<file path="config.mk">
export PLATFORM = sky130hd
export DESIGN_NAME = pnr_pulse_emulator
export DESIGN_NICKNAME = d
export VERILOG_FILES = /design/src/rtl/pnr_pkg.sv /design/src/rtl/pnr_lfsr16.sv /design/src/rtl/pnr_pulse_emulator.sv
export SDC_FILE = /design/constraint.sdc
export NUM_CORES = 1
export LEC_CHECK = 0
export CORE_UTILIZATION = 55
export DETAILED_ROUTE_END_ITERATION = 10
export PLACE_DENSITY = 0.83
export REMOVE_ABC_BUFFERS = 1
export SLEW_MARGIN = 25
export SYNTH_ARGS = -nofsm -noshare
export SYNTH_HDL_FRONTEND = slang
export SYNTH_SLANG_ARGS = --single-unit
export TNS_END_PERCENT = 5
</file>
<file path="constraint.sdc">
create_clock -name ADC_CLK -period 7.9 [get_ports ADC_CLK]
set_input_delay 1.975 -clock ADC_CLK [delete_from_list [all_inputs] [get_ports ADC_CLK]]
set_output_delay 1.975 -clock ADC_CLK [all_outputs]
set_load 0.02 [all_outputs]
</file>
<file path="src/rtl/pnr_pkg.sv">
// Constants and types shared by the PNR pulse emulator and the receive-side checker.
package pnr_pkg;
    localparam int DAC_W   = 14;
    localparam int SAT_LIM = 8191;

    // Taps 16,14,13,11 of a right-shifting Fibonacci LFSR land on bits 0,2,3,5.
    localparam logic [15:0] LFSR_TAPS = 16'h002D;

    localparam logic signed [DAC_W-1:0] MARK = 14'sd4096;

    typedef enum logic {
        IDLE = 1'b0,
        RUN  = 1'b1
    } state_e;
endpackage

</file>
<file path="src/rtl/pnr_lfsr16.sv">
// 16-bit Fibonacci LFSR that steps only when advance is high; seed is loaded on reset.
module pnr_lfsr16
    import pnr_pkg::*;
(
    input  logic        clk,
    input  logic        rstn,
    input  logic        advance,
    input  logic [15:0] seed,
    output logic [15:0] state
);
    logic [15:0] state_q;

    always_ff @(posedge clk or negedge rstn) begin
        if (!rstn) begin
            state_q <= seed;
        end else if (advance) begin
            state_q <= {^(state_q & LFSR_TAPS), state_q[15:1]};
        end
    end

    assign state = state_q;
endmodule

</file>
<file path="src/rtl/pnr_pulse_emulator.sv">
// Periodic detector-pulse generator: amplitude encodes a photon number, DAC_B carries a marker.
//  state | meaning
//  IDLE  | outputs held at 0, waiting for cfg_en
//  RUN   | event counter cnt steps 0 .. P-1, cnt = 0 is the event start
module pnr_pulse_emulator
    import pnr_pkg::*;
#(
    parameter int                       N_BITS = 3,
    parameter int                       DELAY  = 16,
    parameter int                       WIDTH  = 8,
    parameter int                       TRIG_W = 4,
    parameter logic signed [DAC_W-1:0]  MARK   = pnr_pkg::MARK,
    parameter logic [15:0]              SEED   = 16'hACE1
) (
    input  logic              ADC_CLK,
    input  logic              ADC_RSTN,
    input  logic              cfg_en,
    input  logic              cfg_mode,
    input  logic [15:0]       cfg_period,
    input  logic [12:0]       cfg_step,
    output logic [DAC_W-1:0]  DAC_A,
    output logic [DAC_W-1:0]  DAC_B,
    output logic              ev_stb,
    output logic [N_BITS-1:0] ev_n
);
    localparam logic [15:0] P_MIN  = 16'(DELAY + WIDTH + 1);
    localparam logic [15:0] A_LO   = 16'(DELAY);
    localparam logic [15:0] A_HI   = 16'(DELAY + WIDTH);
    localparam logic [15:0] T_HI   = 16'(TRIG_W);
    localparam int          PROD_W = (N_BITS + 13 > 16) ? N_BITS + 13 : 16;

    state_e             state_q, state_d;
    logic [15:0]        cnt_q, cnt_d;
    logic [15:0]        period_q, period_d;
    logic [12:0]        step_q, step_d;
    logic [N_BITS-1:0]  ramp_q, ramp_d;
    logic [N_BITS-1:0]  ev_n_q, ev_n_d;
    logic               ev_stb_q, ev_stb_d;
    logic [DAC_W-1:0]   dac_a_q, dac_a_d;
    logic [DAC_W-1:0]   dac_b_q, dac_b_d;

    logic               start;
    logic               lfsr_adv;
    logic [15:0]        lfsr_state;
    logic [15:0]        p_eff;
    logic [N_BITS-1:0]  ramp_base;
    logic [PROD_W-1:0]  prod;
    logic [12:0]        amp;

    pnr_lfsr16 u_lfsr (
        .clk     (ADC_CLK),
        .rstn    (ADC_RSTN),
        .advance (lfsr_adv),
        .seed    (SEED),
        .state   (lfsr_state)
    );

    assign p_eff = (period_q > P_MIN) ? period_q : P_MIN;

    always_comb begin
        state_d   = state_q;
        cnt_d     = cnt_q;
        period_d  = period_q;
        step_d    = step_q;
        ramp_d    = ramp_q;
        ev_n_d    = ev_n_q;
        start     = 1'b0;
        lfsr_adv  = 1'b0;
        ramp_base = (state_q == IDLE) ? '0 : ramp_q;

        case (state_q)
            IDLE: begin
                cnt_d = '0;
                if (cfg_en) begin
                    state_d = RUN;
                    start   = 1'b1;
                end
            end
            RUN: begin
                if (cnt_q == p_eff - 16'd1) begin
                    cnt_d = '0;
                    if (cfg_en) begin
                        start = 1'b1;
                    end else begin
                        state_d = IDLE;
                    end
                end else begin
                    cnt_d = cnt_q + 16'd1;
                end
            end
            default: begin
                state_d = IDLE;
                cnt_d   = '0;
            end
        endcase

        // Configuration is captured only here, so mid-event writes wait for the next event.
        if (start) begin
            period_d = cfg_period;
            step_d   = cfg_step;
            if (cfg_mode) begin
                ev_n_d   = lfsr_state[N_BITS-1:0];
                lfsr_adv = 1'b1;
                ramp_d   = ramp_base;
            end else begin
                ev_n_d   = ramp_base;
                ramp_d   = ramp_base + 1'b1;
            end
        end

        if (state_d == IDLE) begin
            ev_n_d = '0;
        end

        prod = PROD_W'(ev_n_d) * PROD_W'(step_d);
        amp  = (prod > PROD_W'(SAT_LIM)) ? 13'(SAT_LIM) : prod[12:0];

        dac_a_d  = (state_d == RUN && cnt_d >= A_LO && cnt_d < A_HI) ? {1'b0, amp} : '0;
        dac_b_d  = (state_d == RUN && cnt_d < T_HI) ? MARK : '0;
        ev_stb_d = start;
    end

    always_ff @(posedge ADC_CLK or negedge ADC_RSTN) begin
        if (!ADC_RSTN) begin
            state_q  <= IDLE;
            cnt_q    <= '0;
            period_q <= '0;
            step_q   <= '0;
            ramp_q   <= '0;
            ev_n_q   <= '0;
            ev_stb_q <= 1'b0;
            dac_a_q  <= '0;
            dac_b_q  <= '0;
        end else begin
            state_q  <= state_d;
            cnt_q    <= cnt_d;
            period_q <= period_d;
            step_q   <= step_d;
            ramp_q   <= ramp_d;
            ev_n_q   <= ev_n_d;
            ev_stb_q <= ev_stb_d;
            dac_a_q  <= dac_a_d;
            dac_b_q  <= dac_b_d;
        end
    end

    assign DAC_A  = dac_a_q;
    assign DAC_B  = dac_b_q;
    assign ev_stb = ev_stb_q;
    assign ev_n   = ev_n_q;
endmodule

</file>
# Word level (Yosys, flattened, before mapping)
# Index checks and enable logic that the tools add are counted.
[totals]
ff_bits = 95
latchBits = 0
mem_bits_rw = 0
rom_bits = 0
out_inout_bits = 32
n_memories = 0
[classes]
addsub = 3
n_mul = 1
n_div = 0
n_lt_le_gt_ge = 5
eq_ne = 1
shift = 0
mux = 19
bitwise = 1
reduce_logical = 4
[op_table]
columns = ["operator", "count"]
rows = [
  ["$mux W13", 4],
  ["$mux W16", 2],
  ["$pmux W16 S2", 1],
  ["$add A16 B1 Y16 const B", 1],
  ["$eq A16 B16 Y1", 1],
  ["$ge A16 B5 Y1 const B", 1],
  ["$gt A16 B13 Y1 const B", 1],
  ["$gt A16 B5 Y1 const B", 1],
  ["$lt A16 B3 Y1 const B", 1],
  ["$lt A16 B5 Y1 const B", 1],
  ["$mul A3 B13 Y16", 1],
  ["$reduce_xor A16 Y1", 1],
  ["$sub A16 B1 Y16 const B", 1],
  ["$mux W3", 5],
  ["$mux W1", 5],
  ["$pmux W1 S2", 2],
  ["$add A3 B1 Y3 const B", 1],
  ["$logic_and A1 B1 Y1", 3],
  ["$not A1 Y1", 1],
]

# Logic depth before layout (Yosys ltp)
[logic_depth]
word_depth = 12
mapped_depth = 30
depth_no_buf = 28

# Least setup slack after synthesis
# No wires, ideal clock.
[synth_path]
path_type = "flip-flop to flip-flop"
start = "register period_q[8]"
end = "register dac_a_q[11] (netlist: DAC_A[11])"
setup_ps = 133
arrival_ps = 7030
required_ps = 7767
slack_ps = 737
path_stages_with_launch = 30
synth_period_minus_slack_ps = 7163
cell_sequence = "dfrtp_1 > or4_1 > buf_2 > or4_1 > nand2_1 > ha_1 > nor3b_1 > nand3_1 > nor4_1 > nor4b_1 > o22ai_1 > or3b_4 > o21ai_4 > mux2i_1 > inv_1 > buf_4 > nand2_1 > fa_1 > inv_1 > ha_1 > a21oi_1 > nor2b_1 > o31a_1 > o41ai_1 > o211ai_1 > o21ai_0 > nand2b_1 > a21oi_1 > clkbuf_1 > a21oi_1"
[synth_between]
elab_chain_cells = 12
elab_cells_between_ends = 21
cone_classes = "add/sub (1); mul (1); order compare (4); eq/ne (1); mux (12); reduce/logical (2)"
[synth_rtl]
columns = ["item", "line_no", "source"]
rows = [
  ["from (decl)", "pnr_pulse_emulator.sv:34", "logic [15:0] period_q, period_d;"],
  ["from (signal assigned)", "pnr_pulse_emulator.sv:137", "period_q <= period_d;"],
  ["$gt A16 B5 Y1", "pnr_pulse_emulator.sv:58", "assign p_eff = (period_q > P_MIN) ? period_q : P_MIN;"],
  ["$mux W16 *", "pnr_pulse_emulator.sv:58", ""],
  ["$sub A16 B1 Y16 *", "pnr_pulse_emulator.sv:80", "if (cnt_q == p_eff - 16'd1) begin"],
  ["$eq A16 B16 Y1 *", "pnr_pulse_emulator.sv:80", ""],
  ["$mux W1", "pnr_pulse_emulator.sv:80", ""],
  ["$pmux W1 S2", "pnr_pulse_emulator.sv:71", "case (state_q)"],
  ["$mux W3", "pnr_pulse_emulator.sv:98", "if (start) begin"],
  ["$mux W3 *", "pnr_pulse_emulator.sv:111", "if (state_d == IDLE) begin"],
  ["named net ev_n_d[1]", "pnr_pulse_emulator.sv:37", "logic [N_BITS-1:0] ev_n_q, ev_n_d;"],
  ["$mul A3 B13 Y16 *", "pnr_pulse_emulator.sv:115", "prod = PROD_W'(ev_n_d) * PROD_W'(step_d);"],
  ["$gt A16 B13 Y1", "pnr_pulse_emulator.sv:116", "amp = (prod > PROD_W'(SAT_LIM)) ? 13'(SAT_LIM) : prod[12:0];"],
  ["$mux W13 *", "pnr_pulse_emulator.sv:116", ""],
  ["$mux W13 *", "pnr_pulse_emulator.sv:118", "dac_a_d = (state_d == RUN && cnt_d >= A_LO && cnt_d < A_HI) ? {1'b0, amp} : '0;"],
  ["named net dac_a_d[11]", "pnr_pulse_emulator.sv:39", "logic [DAC_W-1:0] dac_a_q, dac_a_d;"],
  ["to (signal assigned)", "pnr_pulse_emulator.sv:132", "dac_a_q <= '0;"],
  ["to (signal assigned)", "pnr_pulse_emulator.sv:142", "dac_a_q <= dac_a_d;"],
  ["to (decl)", "pnr_pulse_emulator.sv:39", ""],
]
# Mark *: on every way through the listed nets, which the timed path passes. The rest lies on a longest branch.
# A chain may end at the register's enable or synchronous reset.

# Worst setup path after layout
[layout_path]
start = "register period_q[8]"
end = "register dac_a_q[12] (netlist: DAC_A[12])"
[layout_between]
elab_chain_cells = 12
elab_cells_between_ends = 21
cone_classes = "add/sub (1); mul (1); order compare (4); eq/ne (1); mux (12); reduce/logical (2)"
[layout_rtl]
columns = ["item", "line_no"]
rows = [
  ["$gt A16 B5 Y1", "pnr_pulse_emulator.sv:58"],
  ["$mux W16 *", "pnr_pulse_emulator.sv:58"],
  ["$sub A16 B1 Y16 *", "pnr_pulse_emulator.sv:80"],
  ["$eq A16 B16 Y1 *", "pnr_pulse_emulator.sv:80"],
  ["$mux W1", "pnr_pulse_emulator.sv:80"],
  ["$pmux W1 S2", "pnr_pulse_emulator.sv:71"],
  ["$mux W3", "pnr_pulse_emulator.sv:98"],
  ["$mux W3", "pnr_pulse_emulator.sv:111"],
  ["$mul A3 B13 Y16", "pnr_pulse_emulator.sv:115"],
  ["$gt A16 B13 Y1", "pnr_pulse_emulator.sv:116"],
  ["$mux W13", "pnr_pulse_emulator.sv:116"],
  ["$mux W13 *", "pnr_pulse_emulator.sv:118"],
  ["named net dac_a_d[12]", "pnr_pulse_emulator.sv:39"],
]
# Marked as above.

==> reports/qor.yml <==
status: "completed"
htreeDepth: 3
synth_common_cells: "dfrtp_1 (75), nand2_1 (52), inv_1 (40), a21oi_1 (35), nor2_1 (32)"
cts_tree: "done"
wl_um: 11800
grt_pass1_wl_um: 20000
drive_gt1_share_pct: 13.1
ys_warn_count: 0
drt_iter0_markers: 227
numPortBuffers: 50
required_ns: 8.13
clk_pin_slew_ns: 0.08
yosysTopAreaCellShare_pct: 33.6
placed_area_um2: 6100
synthCells: 583
final_max_slew_viol_count: 0
maxCapViolCount: 0
clock_skew_ns: 0.00964
pin_count: 65
ant_nets: 0
m1WireLength_um: 5060
chipHeight_um: 103
crit_path_frequent_cell: "buf_4"
fin_crit_sh_pct: 91.7
wl_met2_um: 5930
cts_max_path_buffers: 2
startpoint_type: "flip-flop"
holdPathStages: 1
setup.worst_path.end_class: "flip-flop"
clk_latency_ns: 0.37
cts_hold_buf: 0
fillCellCount: 818
slowest_stage: "or4_1"
yosysSeqAreaShare_pct: 37.3
timing_worst_setup_path_type: "flip-flop to flip-flop"
worstPathArrival_ns: 7.48
grt_use_total_pct: 24.7
syn2layout_area_growth_pct: 14.0
wl_met3_um: 401
synthTopCellsByArea: "dfrtp_1 (34%), fa_1 (4.3%), ha_1 (4.0%), dfstp_2 (3.8%), mux2_4 (3.8%)"
cts.sinks: 83
antenna_found_initial: 0
gp_congestion: 0.928
critical-path-max-stage-delay_ns: 0.63
clock.fmax_ghz: 0.138
start_util_pct: 56.9
synth_area_per_cell_um2: 9.59
antenna_cells: 0
fin_crit_ns: 7.25
final_nets: 685
tns_ns: 0
drc: 0
ys_types: 69
numCtsBuffers: 9
p_leak_nw: 2.87
hold_viol_final: 0
die_width_um: 103
ir_drop_mv: 0.102
dp_hpwl_um: 8490
core_region_area_um2: 9820
setup_slack_ns: 0.654
netlist.top_cell.by_area: "dfrtp_1"
ys_ff_latch: 83
grt_pass1_vias: 4326
crit_fanout: 13
core.rowCount: 36
grt_remaining_overflow: 0
wl_per_cell_um: 15.5
worst_pin_slew_ns: 0.739
ys_async_sr_fraction_pct: 100
cts-root-buf: "clkbuf_8"
drt_first_pass_iters: 4
synth_most_common_cell: "dfrtp_1"
worstHoldPathType: "flip-flop to flip-flop"
finalSetupViolCount: 0
grt_max_degree: 84
synth_edf_count: 0
vias: 4259
post-place-ws_ns: 0.452
rsz0062_at_grt: "false"
relSlewSlack_pct: 50.7
dr.max_layer_used: "met4"
yosys_most_used_dff: "dfrtp_1"
fin_area_um2: 6370
synth_area_um2: 5590
critPathTopFamily: "simple AND/OR/NAND/NOR gates"
cp_num_cells: 27
reg2regPathDepth: 27
routed_via_density: 5.60
crit_buf_inv: 4
powerDensity_nw_per_um2: 203
dieArea_um2: 10600
per-stage QoR:
| step | utilization [%] | hold slack, ns | std cells | total power (W) |
|---|---|---|---|---|
| finish | 64.9 | 0.514 | 760 | 0.00129 |
| global route | 64.9 | 0.532 | 760 | 0.00136 |
| CTS | 64.7 | 0.519 | 760 | 0.00129 |
| detailed placement | 62.2 | 0.498 | 744 | 0.000913 |
| global placement | 62.2 | 0.481 | 744 | 0.000902 |
| floorplan | - | 0.466 | 552 | 0.000777 |
cells in the final DEF, fill, tap and decap left out, drive strengths merged, types with 7 or more instances in the layout:
master	instances
clkbuf	12
xnor2	24
nor3	11
a211o	7
fa	12
nand3	15
nand2b	17
nor2b	15
inv	41
dfstp	8
and2	16
a211oi	7
ha	18
o21ai	18
mux2	30
nand2	53
conb	14
clkdlybuf4s50	49
xor2	17
a21oi	36
nor2	33
dfrtp	75
buf	10
registers in the layout (all words and copies together), names as in the netlist:
signal        count
ramp_q            3
u_lfsr.state     16
step_q           13
period_q         16
DAC_A            13
DAC_B             1
ev_n              3
cnt_q            16
state_q           1
ev_stb            1
power by group:
group,internal (W),leakage [nW],switching [W]
Combinational,0.000176,1.73,0.000200
Sequential,0.000475,1.02,0.0000638
Clock,0.000220,0.121,0.000156
layout make-up:
cell class                      count  area [µm²]  share of cell area [%]
Clock buffer                       12         145                    2.28
Clock inverter                      4        98.8                    1.55
Inverter                           41         154                    2.42
Multi-Input combinational cell    428        3150                    49.4
Sequential cell                    83        2090                    32.8
Tap cell                          133         166                    2.61
Timing Repair Buffer               59         569                    8.94
routing by layer:
metal | vias to the layer above | global-route usage [%]
li1 | 2048 | -
met1 | 2076 | 30.3
met2 | 99 | 42.8
met3 | 36 | 4.20
met4 | 0 | 11.3
met5 | - | 0
timing repair:
action | in CTS | in global routing
gates resized for setup | 0 | 3
setup buffers | 0 | 0
endpoints found under the setup margin | 0 | 13
endpoints found under the hold margin | 0 | 0
worst reg2reg max path: stages, from the launching register on:
cell,delay [ns]
dfrtp_1,0.46
or4_1,0.57
or4_1,0.63
nand2_1,0.11
ha_1,0.18
nor3b_4,0.28
nand3_1,0.18
nor4_2,0.20
nor4b_1,0.27
o22ai_1,0.15
or3b_4,0.42
o21ai_4,0.24
mux2i_1,0.58
buf_4,0.25
nand2b_1,0.12
fa_1,0.42
inv_1,0.07
ha_1,0.25
nor2b_1,0.16
o31a_1,0.25
o41ai_1,0.25
buf_4,0.19
o211ai_1,0.12
o21ai_0,0.23
nand2b_1,0.11
a21oi_1,0.14
buf_4,0.20
a21oi_1,0.10
path summary, 6_finish.rpt:
| path | startpoint | endpoint | slack [ns] |
|---|---|---|---|
| worst max-delay path | period_q[8]$_DFFE_PN0N_ | DAC_A[12]$_DFF_PN0_ | 0.65 |
| worst min-delay path | u_lfsr.state[14]$_DFFE_PN0P_ | u_lfsr.state[14]$_DFFE_PN0P_ | 0.51 |
| worst max register to register | period_q[8]$_DFFE_PN0N_ | DAC_A[12]$_DFF_PN0_ | 0.65 |
| min in group asynchronous | ADC_RSTN | period_q[11]$_DFFE_PN0N_ | 1.62 |
| worst min register to register | u_lfsr.state[14]$_DFFE_PN0P_ | u_lfsr.state[14]$_DFFE_PN0P_ | 0.51 |
| max in group asynchronous | ADC_RSTN | u_lfsr.state[9]$_DFFE_PN0P_ | 5.75 |
logic make-up after synthesis:
family / count (synthesis) / synth area share [%]
fa+ha+maj: 30 / 8.33
mux: 35 / 7.88
flops: 83 / 37.3
xor+xnor: 41 / 6.42
other cells: 1 / 0.0671
simple gates: 203 / 19.9
compound gates: 105 / 12.5
buf+inv: 85 / 7.50
(Power assumes the default switching activity.)
